**config.mk**
```make
export PLATFORM = sky130hd
export DESIGN_NAME = regfile_port_sched
export DESIGN_NICKNAME = d
export VERILOG_FILES = /design/src/rtl/regfile_port_sched.sv
export SDC_FILE = /design/constraint.sdc
export NUM_CORES = 1
export LEC_CHECK = 0
export CORE_AREA = 2 2 91 93
export DETAILED_ROUTE_END_ITERATION = 8
export DIE_AREA = 0 0 93 95
export HOLD_SLACK_MARGIN = 0.05
export PLACE_DENSITY = 0.73
export SYNTH_ARGS = -nofsm -noshare
export SYNTH_HDL_FRONTEND = slang
export SYNTH_SLANG_ARGS = --single-unit
```
**constraint.sdc**
```tcl
create_clock -name APB_PCLK -period 1.5 [get_ports APB_PCLK]
set_input_delay 0.15 -clock APB_PCLK [delete_from_list [all_inputs] [get_ports APB_PCLK]]
set_output_delay 0.15 -clock APB_PCLK [all_outputs]
set_load 0.05 [all_outputs]
```
**src/rtl/regfile_port_sched.sv**
```systemverilog
// Port scheduler for the 1W/2R register file: arbitrates decode reads against
// writeback writes and returns read operands through a stallable response channel.
module regfile_port_sched #(
  parameter int unsigned STREAK_MAX = 4
) (
  input  logic        APB_PCLK,
  input  logic        reset,
  input  logic        rd_req_valid,
  output logic        rd_req_ready,
  input  logic [4:0]  rd_req_ra0,
  input  logic [4:0]  rd_req_ra1,
  output logic        rd_rsp_valid,
  input  logic        rd_rsp_ready,
  output logic [31:0] rd_rsp_rs0,
  output logic [31:0] rd_rsp_rs1,
  input  logic        wr_req_valid,
  output logic        wr_req_ready,
  input  logic [4:0]  wr_req_wa,
  input  logic [31:0] wr_req_wd,
  output logic [4:0]  rf_wa,
  output logic [4:0]  rf_ra0,
  output logic [4:0]  rf_ra1,
  output logic        rf_write_reg,
  output logic        rf_read_reg,
  output logic [31:0] rf_rd0,
  input  logic [31:0] rf_rs0,
  input  logic [31:0] rf_rs1
);

  typedef enum logic {
    IDLE = 1'b0,
    RESP = 1'b1
  } state_e;

  localparam logic [3:0] StreakMax = 4'(STREAK_MAX);

  state_e     state_q, state_d;
  logic [3:0] streak_q, streak_d;
  logic       readOk;
  logic       hazard;
  logic       grantWr;
  logic       grantRd;

  // A stalled response pins rf_rs0/rf_rs1, so no read may issue until it drains.
  always_comb begin
    readOk  = rd_req_valid && ((state_q == IDLE) || rd_rsp_ready);
    hazard  = wr_req_valid && (wr_req_wa != 5'd0) &&
              ((wr_req_wa == rd_req_ra0) || (wr_req_wa == rd_req_ra1));
    grantWr = 1'b0;
    grantRd = 1'b0;
    if (!reset) begin
      if (wr_req_valid && readOk) begin
        if (hazard || (streak_q < StreakMax)) begin
          grantWr = 1'b1;
        end else begin
          grantRd = 1'b1;
        end
      end else if (wr_req_valid) begin
        grantWr = 1'b1;
      end else if (readOk) begin
        grantRd = 1'b1;
      end
    end
  end

  always_comb begin
    state_d  = state_q;
    streak_d = streak_q;
    if (grantRd) begin
      state_d = RESP;
    end else if ((state_q == RESP) && rd_rsp_ready) begin
      state_d = IDLE;
    end
    if (grantRd || !rd_req_valid) begin
      streak_d = 4'd0;
    end else if (grantWr && (streak_q < StreakMax)) begin
      streak_d = streak_q + 4'd1;
    end
  end

  always_ff @(posedge APB_PCLK) begin
    if (reset) begin
      state_q  <= IDLE;
      streak_q <= 4'd0;
    end else begin
      state_q  <= state_d;
      streak_q <= streak_d;
    end
  end

  // Writes to x0 are handshaken but never reach the register file.
  assign wr_req_ready = grantWr;
  assign rf_write_reg = grantWr && (wr_req_wa != 5'd0);
  assign rd_req_ready = grantRd;
  assign rf_read_reg  = grantRd;
  assign rf_wa        = wr_req_wa;
  assign rf_rd0       = wr_req_wd;
  assign rf_ra0       = rd_req_ra0;
  assign rf_ra1       = rd_req_ra1;
  assign rd_rsp_valid = (state_q == RESP);
  assign rd_rsp_rs0   = rf_rs0;
  assign rd_rsp_rs1   = rf_rs1;

endmodule

```
## Word level (Yosys, flattened, before mapping)

Cells that the tools add are included.

- Add/sub/neg operators: 1
- $lt $le $gt $ge: 1
- Equality and inequality tests: 2
- Muxes and demuxes: 11
- Bitwise gates (word level): 1
- Reductions and logical operators: 15

Operator list:

| kind | number |
|---|---|
| $mux W1 | 11 |
| $eq A5 B5 Y1 | 2 |
| $logic_and A1 B1 Y1 | 7 |
| $reduce_bool A5 Y1 | 1 |
| $add A4 B1 Y4 const B | 1 |
| $logic_or A1 B1 Y1 | 4 |
| $lt A4 B3 Y1 const B | 1 |
| $reduce_bool A2 Y1 | 1 |
| $reduce_or A2 Y1 | 1 |
| $logic_not A1 Y1 | 1 |
| $not A1 Y1 | 1 |

- Register bits: 5
- Input bits: 116
- Output and inout bits: 116
- Word-level logic and storage cells: 33

## Depth between registers and ports, before layout

Gate-level depths: netlist of run 1.

- Depth after elaboration: 9
- Gate-level depth with buffers: 6
- Gate-level depth less buffers: 5

## Worst setup path before layout of run 1

OpenSTA, ideal clock, no wires.

- Kind: reg-to-output
- Start: reg state_q, in the netlist rd_rsp_valid
- End: out rf_write_reg
- Arrival: 2105 ps
- Setup slack: -755 ps
- Stages on the path, launching flop included: 5
- Cell sequence: dfxtp_1 nand2b_1 nand3_1 a21oi_1 nor3b_1

- Cells in the longest elaborated chain, start to end: 7

RTL lines:

| element | line | text |
|---|---|---|
| start: declaration | 37 | `state_e state_q, state_d;` |
| start signal: assignment | 86 | `state_q <= state_d;` |
| $not A1 Y1 | 46 | `readOk = rd_req_valid && ((state_q == IDLE) \|\| rd_rsp_ready);` |
| $logic_or A1 B1 Y1 | 46 |  |
| $logic_and A1 B1 Y1 | 46 |  |
| $logic_and A1 B1 Y1 | 52 | `if (wr_req_valid && readOk) begin` |
| $mux W1 | 52 |  |
| $mux W1 | 51 | `if (!reset) begin` |
| $logic_and A1 B1 Y1 | 93 | `assign rf_write_reg = grantWr && (wr_req_wa != 5'd0);` |
| end: declaration | 23 | `output logic rf_write_reg,` |

Every way passes these cells.

## Final worst setup path of run 1

- Start: in wr_req_wa[4]
- End: out rf_write_reg

- Cells in the longest elaborated chain, start to end: 8

RTL lines:

| element | line | text |
|---|---|---|
| start: declaration | 18 | `input logic [4:0] wr_req_wa,` |
| $eq A5 B5 Y1 or $reduce_bool A5 Y1 (tied branches) | 48, 47, 93 |  |
| $logic_or A1 B1 Y1 or $logic_and A1 B1 Y1 (tied branches) | 48, 47 |  |
| $logic_and A1 B1 Y1 | 47 | `hazard = wr_req_valid && (wr_req_wa != 5'd0) &&` |
| $logic_or A1 B1 Y1 | 53 | `if (hazard \|\| (streak_q < StreakMax)) begin` |
| $mux W1 | 53 |  |
| $mux W1 | 52 |  |
| $mux W1 | 51 |  |
| $logic_and A1 B1 Y1 * | 93 |  |

Mark *: on every way between the ends. The rest lies on a longest branch, timed or not.

==> results.py, run 1 <==
metrics = {
    "logic_synthesis": {
        "ys_ff_latch": 5,
        "synth_area_sq_um": 1259,
        "synth_cell_types": 22,
        "async_flop_share_pct": 0,
        "synthTopCellsByArea": "buf_4, dfxtp_1, xnor2_1",
        "yosysSeqAreaShare_pct": 7.952,
        "yosys.area.top_type": "buf_4",
        "yosysTopAreaCellShare_pct": 66.80,
        "synth_cells": 164,
        "ys_warn_count": 0,
        "synth_ff_type": "dfxtp_1",
        "syn-num-nets": 281,
        "synth.avg_cell_area_sq_um": 7.675,
        "synth_edf_count": 0,
    },
    "routing": {
        "routed_wirelength_microns": 2780,
        "via_per_inst": 3.255,
        "drt_iter0_markers": 9,
        "ant_nets": 0,
        "drt_pass1_iterations": 4,
        "via_count": 716,
        "drc_errors": 0,
        "route.detailed.wl_per_inst_microns": 12.64,
    },
    "power": {
        "worst_ir_drop_vdd_mv": 0.2115,
        "power.internal_uw": 546.1,
        "combPwrFrac_pct": 53.7,
        "clock_power_share_pct": 29.4,
        "leakage_nw": 0.5989,
        "power_uw": 812.8,
        "p_sw_uw": 266.7,
        "sw_frac_of_total_pct": 32.81,
        "p_per_area_nw_per_um2": 549.1,
        "power_frac_seq_pct": 17.0,
    },
    "setup_path": {
        "critPathRequiredTime_ns": 1.35,
        "reg2reg_depth": 4,
        "cpMaxStageDelayCell": "nor3b_4",
        "path_max_fanout": 3,
        "worst_setup_path_end_kind": "output port",
        "cp-start-kind": "primary input",
        "cp_slowest_stage_delay_ns": 0.23,
        "critPathArrivalTime_ns": 1.38,
        "cp_cell_sequence": "buf_8 -> buf_6 -> xnor2_4 -> nand3_2 -> o32ai_4 -> a21oi_4 -> nor3b_4 -> buf_12",
        "crit_type": "primary input to output port",
    },
    "global_route": {
        "grt_pass1_vias": 755,
        "grt_usage_pct": 5.830,
        "grt-ovfl-total": 0,
        "grt_pass1_wl_microns": 3960,
        "grt_max_degree": 6,
        "antenna_found_initial": 0,
    },
    "sta": {
        "worst_pin_slew_ns": 0.3246,
        "finalSetupViolCount": 3,
        "drv_slew": 0,
        "fin_skew_ns": 0.0002977,
        "setup_ws_ns": -0.02662,
        "period_share_pct": 101.8,
        "hold_viol": 0,
        "rsz0062_at_grt": "yes",
        "fin_crit_ns": 1.527,
        "relSlewSlack_pct": 78.36,
        "max_freq_mhz": 655.0,
        "hold_ws_ns": 0.3000,
        "setup_tns_ns": -0.07358,
    },
    "floorplanning": {
        "die_h_microns": 95,
        "initial_utilization_pct": 15.88,
        "core_sq_um": 7928,
        "die_area_sq_um": 8835,
        "io_pins": 232,
        "rows": 33,
        "die_w_microns": 93,
    },
    "status": {
        "outcome": "finished with violations",
        "violations": "negative setup slack",
    },
    "clock_tree": {
        "cts-buffers-inserted": 3,
        "post-cts-setup-buffers": 0,
        "cts_tree": "done",
        "clk-insertion-delay-late_ns": 0.21,
        "cts_buffer_depth": 2,
        "cts_max_level": 1,
        "cts-root-buf": "clkbuf_8",
        "clkSinkCount": 5,
    },
    "finish": {
        "finish.instance_area_sq_um": 1480,
        "drive_gt1_share_pct": 70.43,
        "fin_cells": 220,
        "area_growth_syn_to_layout_pct": 17.59,
        "diodes": 0,
        "final_util_pct": 18.67,
        "final_nets": 233,
    },
    "worst_hold_path": {
        "min_delay_path_depth": 0,
        "worstHoldPathType": "primary input to output port",
    },
    "place": {
        "pre_cts_slack_ns": -0.5521,
        "dp_hpwl_microns": 2402,
        "io_buffer_count": 39,
        "place_area_sq_um": 1290,
        "placedCellCount": 216,
        "place_congestion": 0.6567,
    },
    "job": {
        "cap_viol_max_count": 0,
    },
}
cells in the final DEF, fill, tap and decap left out, types with 2 or more instances in the layout:
| master | instances |
|---|---|
| buf_4 | 19 |
| buf_12 | 17 |
| buf_6 | 9 |
| xnor2_2 | 6 |
| a21oi_1 | 5 |
| nor2_1 | 4 |
| clkdlybuf4s50_1 | 4 |
| dfxtp_1 | 4 |
| nand3_2 | 3 |
| nand2_1 | 3 |
| clkbuf_8 | 3 |
| buf_2 | 3 |
| xnor2_4 | 2 |
| xor2_2 | 2 |
| nand2b_1 | 2 |
| buf_8 | 2 |
| clkdlybuf4s15_1 | 2 |
| clkdlybuf4s15_2 | 2 |
kinds of logic after synthesis:
logic type      Yosys count  share of synthesized area, %
fa+ha+maj                 1                        0.9939
buf+inv                 113                         67.10
mux                       1                        0.7953
compound gates           11                         6.163
flops                     5                         7.953
simple gates             22                         9.345
xor+xnor                 11                         7.655
routing by layer:
metal / track usage, % / up-vias / wire [microns]
met3: 2.474 / 56 / 438
met2: 9.118 / 43 / 1311
met5: 0 / - / 0
met4: 8.211 / 0 / 329
met1: 4.778 / 311 / 701
li1: - / 306 / -
state kept, by name, indices dropped and copies added, names as in the netlist:
name	flops
streak_q	4
rd_rsp_valid	1
what timing repair did:
item                                    in CTS  in global routing
pin swaps                                   15                 11
gates resized for setup                     82                 13
endpoints found under the setup margin       9                  4
hold buffers                                 0                  0
synthesized netlist by cell type (2+ instances only):
| cell | n |
|---|---|
| buf_4 | 112 |
| xnor2_1 | 9 |
| dfxtp_1 | 5 |
| nand3_1 | 4 |
| a21oi_1 | 7 |
| nor2_1 | 5 |
| nand2_1 | 4 |
| nand2b_1 | 3 |
| xor2_1 | 2 |
worst max-delay path, delay by kind of cell:
kind / cells / cell delay (ns)
xor gates and xnor gates: 1 / 0.15
buffers and inverters: 3 / 0.39
AOI/OAI and AO/OA: 2 / 0.33
and+or+nand+nor: 2 / 0.35
layout make-up:
type,count,area (sq um)
Clock buffer,4,45.04
Fill cell,880,6447
Timing Repair Buffer,59,716.9
Sequential cell,5,101.3
Tap cell,105,131.4
Multi-Input combinational cell,46,481.7
Inverter,1,3.754
worst paths after layout:
kind                   endpoint    startpoint  slack (ns)
setup / recovery   rf_write_reg  wr_req_wa[4]       -0.03
hold / removal    rd_rsp_rs0[1]     rf_rs0[1]        0.30
setup reg to reg    streak_q[1]   streak_q[2]        0.34
hold reg to reg     streak_q[3]   streak_q[3]        0.50
power by group through the flow:
stage                     clock (mW)  sequential (mW)  combinational, mW
final                          0.239            0.138              0.436
after detailed placement           0            0.140              0.398
after global routing           0.256            0.138              0.458
after floorplan                    0            0.145              0.882
after global placement             0            0.139              0.396
after CTS                      0.245            0.138              0.423
No activity file was read; power rests on OpenSTA's default activity.
==> inputs of run 2 (changes only) <==
==> constraint.sdc (replaced) <==
create_clock -name APB_PCLK -period 1.5 [get_ports APB_PCLK]
set_input_delay 0.15 -clock APB_PCLK [delete_from_list [all_inputs] [get_ports APB_PCLK]]
set_output_delay 0.15 -clock APB_PCLK [all_outputs]
set_load 0.1 [all_outputs]
==> results.py, run 2 (synthesis results as in run 1) <==
metrics = {
    "clock_tree": {
        "clkSinkCount": 5,
        "cts-root-buf": "clkbuf_8",
        "holdBufCountCts": 0,
        "cts_tree": "done",
        "clk-insertion-delay-late_ns": 0.23,
        "cts_max_level": 1,
        "cts_buffer_depth": 2,
        "cts-buffers-inserted": 3,
    },
    "sta": {
        "relSlewSlack_pct": 76.76,
        "rsz0062_at_grt": "yes",
        "period_share_pct": 106.1,
        "max_freq_mhz": 628.3,
        "fin_crit_ns": 1.592,
        "hold_ws_ns": 0.3000,
        "setup_ws_ns": -0.09154,
        "worst_pin_slew_ns": 0.3485,
        "hold_viol": 0,
        "finalSetupViolCount": 4,
        "drv_slew": 0,
        "fin_skew_ns": 0.003143,
    },
    "setup_path": {
        "crit_type": "primary input to output port",
        "critPathArrivalTime_ns": 1.44,
        "path_max_fanout": 3,
        "reg2reg_setup_slack_ns": 0.31,
        "cp_cell_sequence": "buf_2 -> xor2_2 -> o32ai_4 -> a21oi_4 -> buf_4 -> nor2_2 -> buf_12",
        "cp_slowest_stage_delay_ns": 0.39,
        "worst_setup_path_end_kind": "output port",
        "reg2reg_to": "streak_q[1]",
        "cp-start-kind": "primary input",
        "reg2reg_depth": 4,
        "critPathRequiredTime_ns": 1.35,
        "cpMaxStageDelayCell": "o32ai_4",
        "r2r-start": "streak_q[2]",
    },
    "routing": {
        "drc_errors": 0,
        "drt_pass1_iterations": 4,
        "drt_iter0_markers": 15,
        "route.detailed.wl_per_inst_microns": 13.69,
        "ant_nets": 0,
        "via_per_inst": 3.308,
        "via_count": 731,
        "routed_wirelength_microns": 3026,
    },
    "place": {
        "dp_hpwl_microns": 2428,
        "place_area_sq_um": 1345,
        "io_buffer_count": 39,
        "place_congestion": 0.8110,
    },
    "power": {
        "p_per_area_nw_per_um2": 632.2,
        "leakage_nw": 0.6091,
        "worst_ir_drop_vdd_mv": 0.1688,
    },
    "worst_hold_path": {
        "hold_end": "rd_rsp_rs0[11]",
        "worstHoldPathType": "primary input to output port",
        "worstHoldStart": "rf_rs0[11]",
        "min_delay_path_depth": 0,
    },
    "global_route": {
        "grt-ovfl-total": 0,
        "grt_pass1_vias": 799,
        "grt_max_degree": 5,
        "antenna_found_initial": 0,
        "grt_usage_pct": 6.573,
        "grt_pass1_wl_microns": 4312,
    },
    "job": {
        "cap_viol_max_count": 0,
    },
    "floorplanning": {
        "rows": 33,
        "core_sq_um": 7928,
        "die_w_microns": 93,
        "io_pins": 232,
        "die_h_microns": 95,
        "die_area_sq_um": 8835,
        "initial_utilization_pct": 15.88,
    },
    "finish": {
        "most-common-layout-cells": "buf_4, buf_12, xnor2_2, a21oi_1",
        "drive_gt1_share_pct": 69.83,
        "area_growth_syn_to_layout_pct": 19.58,
        "largest_reg_flops": 4,
        "top_register": "streak_q",
        "layout_commonest_cell": "buf_4",
        "finish.instance_area_sq_um": 1505,
        "diodes": 0,
        "final_nets": 234,
    },
    "status": {
        "violations": "negative setup slack",
        "outcome": "finished with violations",
    },
}
## run 2: cell count changes in the layout (fill, tap and decap cells not counted), sizes merged
cell	change
buf	+1
clkdlybuf4s15	-1
clkbuf	+1
## run 2: critical path, delay by kind of cell
family / cells / cell delay, ns
AO/OA/AOI/OAI: 2 / 0.50
buffers and inverters: 3 / 0.47
XOR/XNOR: 1 / 0.19
AND/OR/NAND/NOR: 1 / 0.12
## run 2: final cells by class
type | count | area, sq um
multi-input combinational | 46 | 484.2
timing repair buffer | 60 | 737.0
tap | 105 | 131.4
inverter | 1 | 3.754
fill | 876 | 6422
sequential | 5 | 103.9
clock buffer | 4 | 45.04
## run 2: worst max path at each step
stage          slack, ns  depth (start not counted)      endpoint          start
2_1_floorplan      -0.31                          5  rf_write_reg   wr_req_wa[3]
3_3_place_gp       -0.66                          7  rf_write_reg  rd_req_ra0[3]
3_5_place_dp       -0.67                          7  rf_write_reg  rd_req_ra0[3]
4_1_cts            -0.12                          7  rf_write_reg  rd_req_ra0[3]
5_1_grt            -0.16                          7  rf_write_reg   wr_req_wa[2]
6_report           -0.09                          7  wr_req_ready  rd_req_ra0[0]
## run 2: stage by stage
step	setup WS [ns]	utilization [%]	cells	setup TNS, ns	power, mW
3_5_place_dp	-0.6731	16.97	214	-4.285	0.6605
4_1_cts	-0.1177	18.28	220	-0.3132	0.9471
3_3_place_gp	-0.6627	16.97	214	-4.079	0.6583
5_1_grt	-0.1585	18.99	221	-0.5476	0.9886
6_report	-0.09154	18.99	221	-0.2602	0.9516
2_1_floorplan	-0.3129	-	164	-0.5874	1.657
## run 2: repair_timing
action	in CTS	in global routing
buffers inserted	2	1
endpoints found under the setup margin	9	4
pin swaps	12	13
cloned	0	0
gates resized for setup	66	19
## run 2: power breakdown
part	total, mW	switching, mW	internal (mW)
Sequential	0.138	0.00276	0.135
Combinational	0.551	0.317	0.234
Clock	0.262	0.0787	0.183
Total	0.952	0.399	0.553
## run 2: routing by layer
| layer | global-route usage (%) | wire [microns] |
|---|---|---|
| met5 | 0 | 0 |
| met4 | 10.17 | 379 |
| met3 | 2.314 | 413 |
| met2 | 10.51 | 1448 |
| met1 | 5.129 | 784 |
